**config.mk**
```make
export PLATFORM = sky130hd
export DESIGN_NAME = tdm_demux4
export DESIGN_NICKNAME = d
export VERILOG_FILES = /design/src/rtl/tdm_demux4.sv
export SDC_FILE = /design/constraint.sdc
export NUM_CORES = 1
export LEC_CHECK = 0
export ABC_AREA = 1
export CAP_MARGIN = 5
export CORE_AREA = 2 2 39 41
export CTS_CLUSTER_SIZE = 14
export DETAILED_ROUTE_END_ITERATION = 12
export DIE_AREA = 0 0 41 43
export PLACE_DENSITY = 0.6
export SYNTH_ARGS = -nofsm -noshare
export SYNTH_HDL_FRONTEND = slang
export SYNTH_SLANG_ARGS = --single-unit
```
**constraint.sdc**
```tcl
create_clock -name clk -period 2.94 [get_ports clk]
set_input_delay 0.735 -clock clk [delete_from_list [all_inputs] [get_ports clk]]
set_output_delay 0.735 -clock clk [all_outputs]
set_load 0.03 [all_outputs]
```
**src/rtl/tdm_demux4.sv**
```systemverilog
`default_nettype none
// ============================================================================
// Module   : tdm_demux4
// Purpose  : Four-slot TDM demultiplexer. Distributes a serial sample stream
//            into channels a..d. The channel order matches the 4:1 mux
//            select encoding ({s1,s2}: 00->a, 01->b, 10->c, 11->d). Complete
//            frames are published atomically, together with a one-cycle
//            frame_valid strobe.
// Options  : TDM_DEMUX_SYNC_CHECK_EN - when defined, a frame_sync that arrives
//            while LOCKED at a slot other than 0 realigns the frame and
//            pulses sync_err. When undefined, frame_sync is only used to
//            acquire lock in HUNT.
// Revision : 1.0 - initial release
// ============================================================================
module tdm_demux4 #(
    parameter int W = 1
) (
    input  logic         clk,
    input  logic         rst,
    input  logic [W-1:0] din,
    input  logic         din_valid,
    input  logic         frame_sync,
    output logic [W-1:0] ch_a,
    output logic [W-1:0] ch_b,
    output logic [W-1:0] ch_c,
    output logic [W-1:0] ch_d,
    output logic         frame_valid,
    output logic [1:0]   slot,
    output logic         locked,
    output logic         sync_err
);

    typedef enum logic [0:0] {
        ST_HUNT   = 1'b0,
        ST_LOCKED = 1'b1
    } state_t;

    state_t       r_state;
    state_t       w_state_nxt;
    logic [1:0]   r_slot;
    logic [1:0]   w_slot_nxt;
    logic         w_we_a;
    logic         w_we_b;
    logic         w_we_c;
    logic         w_frame_done;
    logic         r_frame_valid;
    logic [W-1:0] r_stage_a;
    logic [W-1:0] r_stage_b;
    logic [W-1:0] r_stage_c;
    logic [W-1:0] r_ch_a;
    logic [W-1:0] r_ch_b;
    logic [W-1:0] r_ch_c;
    logic [W-1:0] r_ch_d;
`ifdef TDM_DEMUX_SYNC_CHECK_EN
    logic         w_sync_hit;
    logic         r_sync_err;
`endif

    // State and slot registers; reset drops back to HUNT at slot 0
    always_ff @(posedge clk) begin
        if (rst) begin
            r_state <= ST_HUNT;
            r_slot  <= 2'd0;
        end else begin
            r_state <= w_state_nxt;
            r_slot  <= w_slot_nxt;
        end
    end

    // Next-state, slot advance and staging/output write enables
    always_comb begin
        w_state_nxt  = r_state;
        w_slot_nxt   = r_slot;
        w_we_a       = 1'b0;
        w_we_b       = 1'b0;
        w_we_c       = 1'b0;
        w_frame_done = 1'b0;
`ifdef TDM_DEMUX_SYNC_CHECK_EN
        w_sync_hit   = 1'b0;
`endif
        case (r_state)
            ST_HUNT: begin
                // Only a qualified sync marker starts a frame; the sync
                // sample itself is slot 0 of that frame.
                if (din_valid && frame_sync) begin
                    w_we_a      = 1'b1;
                    w_slot_nxt  = 2'd1;
                    w_state_nxt = ST_LOCKED;
                end
            end
            ST_LOCKED: begin
                if (din_valid) begin
`ifdef TDM_DEMUX_SYNC_CHECK_EN
                    // Misaligned sync: drop the partial frame and restart
                    // with this sample as slot 0.
                    if (frame_sync && (r_slot != 2'd0)) begin
                        w_sync_hit = 1'b1;
                        w_we_a     = 1'b1;
                        w_slot_nxt = 2'd1;
                    end else
`endif
                    begin
                        case (r_slot)
                            2'd0:    w_we_a       = 1'b1;
                            2'd1:    w_we_b       = 1'b1;
                            2'd2:    w_we_c       = 1'b1;
                            default: w_frame_done = 1'b1;
                        endcase
                        w_slot_nxt = r_slot + 2'd1;
                    end
                end
            end
            default: begin
                w_state_nxt = ST_HUNT;
            end
        endcase
    end

    // Staging registers for slots 0..2; their content is never visible
    // until a frame completes, so they carry no reset.
    always_ff @(posedge clk) begin
        if (w_we_a) r_stage_a <= din;
        if (w_we_b) r_stage_b <= din;
        if (w_we_c) r_stage_c <= din;
    end

    // Publish a completed frame: all four channels update on the same edge
    always_ff @(posedge clk) begin
        if (rst) begin
            r_ch_a        <= '0;
            r_ch_b        <= '0;
            r_ch_c        <= '0;
            r_ch_d        <= '0;
            r_frame_valid <= 1'b0;
        end else begin
            r_frame_valid <= w_frame_done;
            if (w_frame_done) begin
                r_ch_a <= r_stage_a;
                r_ch_b <= r_stage_b;
                r_ch_c <= r_stage_c;
                r_ch_d <= din;
            end
        end
    end

`ifdef TDM_DEMUX_SYNC_CHECK_EN
    // One-cycle error pulse following a misaligned sync sample
    always_ff @(posedge clk) begin
        if (rst) begin
            r_sync_err <= 1'b0;
        end else begin
            r_sync_err <= w_sync_hit;
        end
    end

    assign sync_err = r_sync_err;
`else
    assign sync_err = 1'b0;
`endif

    assign ch_a        = r_ch_a;
    assign ch_b        = r_ch_b;
    assign ch_c        = r_ch_c;
    assign ch_d        = r_ch_d;
    assign frame_valid = r_frame_valid;
    assign slot        = r_slot;
    assign locked      = (r_state == ST_LOCKED);

endmodule
`default_nettype wire

```
==> qor.csv <==
metric;value;unit
outcome;complete, no violations;
die outline height;43;µm
Routed Antenna Nets;0;
crit path DAT;1.39;ns
antenna violations before repair;0;
grt ovf;0;
hold depth;2;
setup tns final;0;ns
syn nets;67;
largest net degree at the start of global routing;10;
Fin. Hold Viols;0;
Tot GR Track Use;11.7;%
synthesized area;482;µm²
Synth area leaders;dfxtp_1, edfxtp_1, ha_1;
Synth top area share;33.2;%
core area;1380;µm²
Setup-failing EPs final;0;
Clock Sinks;11;
global-route wire length before repair;1.32;mm
Synth area leader;dfxtp_1;
Skew-Pair Late Insertion Delay;0.26;ns
Synth cell types;13;
Num CTS Buffers;3;
port bufs;12;
Max Clock Skew;0.00851;ns
Mapped Cells;58;
GP Congestion;0.733;
Worst-path clk slew;0.07;ns
Setup Fix Bufs, Post-CTS;0;
fin worst setup slack;0.812;ns
Worst Reg-to-Reg Cells;3;
WHS Endpoint;ch_b;
hold path start;r_stage_b;
critical-path cell list;clkdlybuf4s50_1;
Cell Rows;14;
worst reg2reg endpoint;r_stage_a;
post-CTS sizing;0;
CTS tree;done;
ANT cells;0;
minimum clock period;2.13;ns
fraction of layout instances using a drive strength above 1;5.48;%
Fmax;470;MHz
Async SR Flop Fraction;0;%
wirelength, routed;811;µm
Post-route DRC;0;
worst path bufs/invs;1;
YS warnings;0;
Leakage;0.282;nW
maxcap violations;0;
wire length per cell;9.11;µm
fin nets;83;
Critical Path Stages;1;
Place WS;0.999;ns
maximum VDD drop;0.000213;V
WHS;0.474;ns
origin of the critical flop-to-flop path;slot[0];
register area share after synthesis;51.9;%
fin crit share;72.4;%
crit end category;output pin;
die area;1760;µm²
most numerous cell in the Yosys netlist;nor2_1;
initial core utilization;34.8;%
slowest CP cell;clkdlybuf4s50_1;
ys flop type;dfxtp_1;
Crit Path Category;reg2out;
Synth-to-Final Area Change;33.0;%
via/cell ratio;4.26;
Root Buffer;clkbuf_4;
CP delay by family, top;buffers and inverters;
maximum root-to-sink buffer count;2;
Post-synth top cells;nor2_1, nand2_1, inv_1;
Post-Layout Inst Area;641;µm²
CP Launch Type;flop;
synthesized area per cell;8.31;µm²
Tot Pwr;0.293;mW
r2r setup slk;1.79;ns
Post-synth EDFFs;3;
Worst Path Max Fanout;5;
Yosys reg bits;11;
width of the die;41;µm
via count;379;
Worst Path Required;2.20;ns
CP peak stage delay;0.71;ns
DRT iter0 DRCs;2;
PwrDens;457;nW/µm²
hpwl dp;579;µm
HP Class;reg2reg;
CTS H-tree depth;1;
Ports;14;
Slew Viols, Final;0;
Post-CTS Hold Buffers;0;
Initial DRT Pass Iterations;4;
RSZ-0062 raised after global routing;false;
vias in the first global route;314;
Placed Area;614;µm²
[cell type report]
cell class                 count  area [µm²]
multi-input combinational     36         186
clock buffer                   4        26.3
timing repair buffer          12         120
tap                           16        20.0
fill                         150         743
sequential                    11         250
inverter                      10        37.5
[sequential cells by signal (all words and copies together) (netlist names)]
| signal | count |
|---|---|
| ch_a | 1 |
| ch_b | 1 |
| ch_c | 1 |
| ch_d | 1 |
| frame_valid | 1 |
| locked | 1 |
| r_stage_a | 1 |
| r_stage_b | 1 |
| r_stage_c | 1 |
| slot | 2 |
[per-layer routing]
layer,global-route usage (%),vias to the layer above,part of all wire [%]
met4,8.00,0,2.2
met5,0,-,0
met2,15.0,12,43
li1,-,204,-
met1,14.4,159,48
met3,6.28,4,6.5
[metrics by stage]
step | cells | util (%)
finish | 89 | 46.3
global route | 89 | 46.3
CTS | 89 | 46.3
detailed placement | 85 | 44.4
global placement | 85 | 44.4
floorplan | 58 | -
[worst max path at each step]
stage / startpoint / to / slack, ns
final: locked / locked / 0.81
after global routing: locked / locked / 0.75
after CTS: locked / locked / 0.80
after detailed placement: din_valid / r_stage_a / 1.0
after global placement: din_valid / r_stage_a / 1.03
after floorplan: din_valid / r_stage_a / 1.60
[layout by cell type, fill, tap and decap left out]
| master | n |
|---|---|
| dfxtp_1 | 8 |
| nand3_1 | 2 |
| nand2_1 | 11 |
| inv_1 | 10 |
| nand3_2 | 1 |
| o21a_1 | 1 |
| clkbuf_1 | 1 |
| clkbuf_4 | 3 |
| clkdlybuf4s50_1 | 12 |
| a21oi_1 | 2 |
| conb_1 | 1 |
| ha_1 | 4 |
| nor2_1 | 13 |
| edfxtp_1 | 3 |
| o21ai_0 | 1 |
[cells by family (layout without fill, tap and decap cells)]
kind of cell / Yosys count / after routing / share of synthesized area, %
other cells: 1 / 1 / 0.778
fa+ha+maj: 4 / 4 / 10.4
compound gates: 4 / 4 / 4.67
buf+inv: 11 / 26 / 9.35
flops: 11 / 11 / 51.9
simple gates: 27 / 27 / 22.9
[report_power, final]
| part | internal (mW) | switching, mW |
|---|---|---|
| Combinational | 0.0131 | 0.0177 |
| Clock | 0.0524 | 0.0465 |
| Sequential | 0.159 | 0.00397 |
| Total | 0.225 | 0.0682 |
No activity file was read; power rests on OpenSTA's default activity.
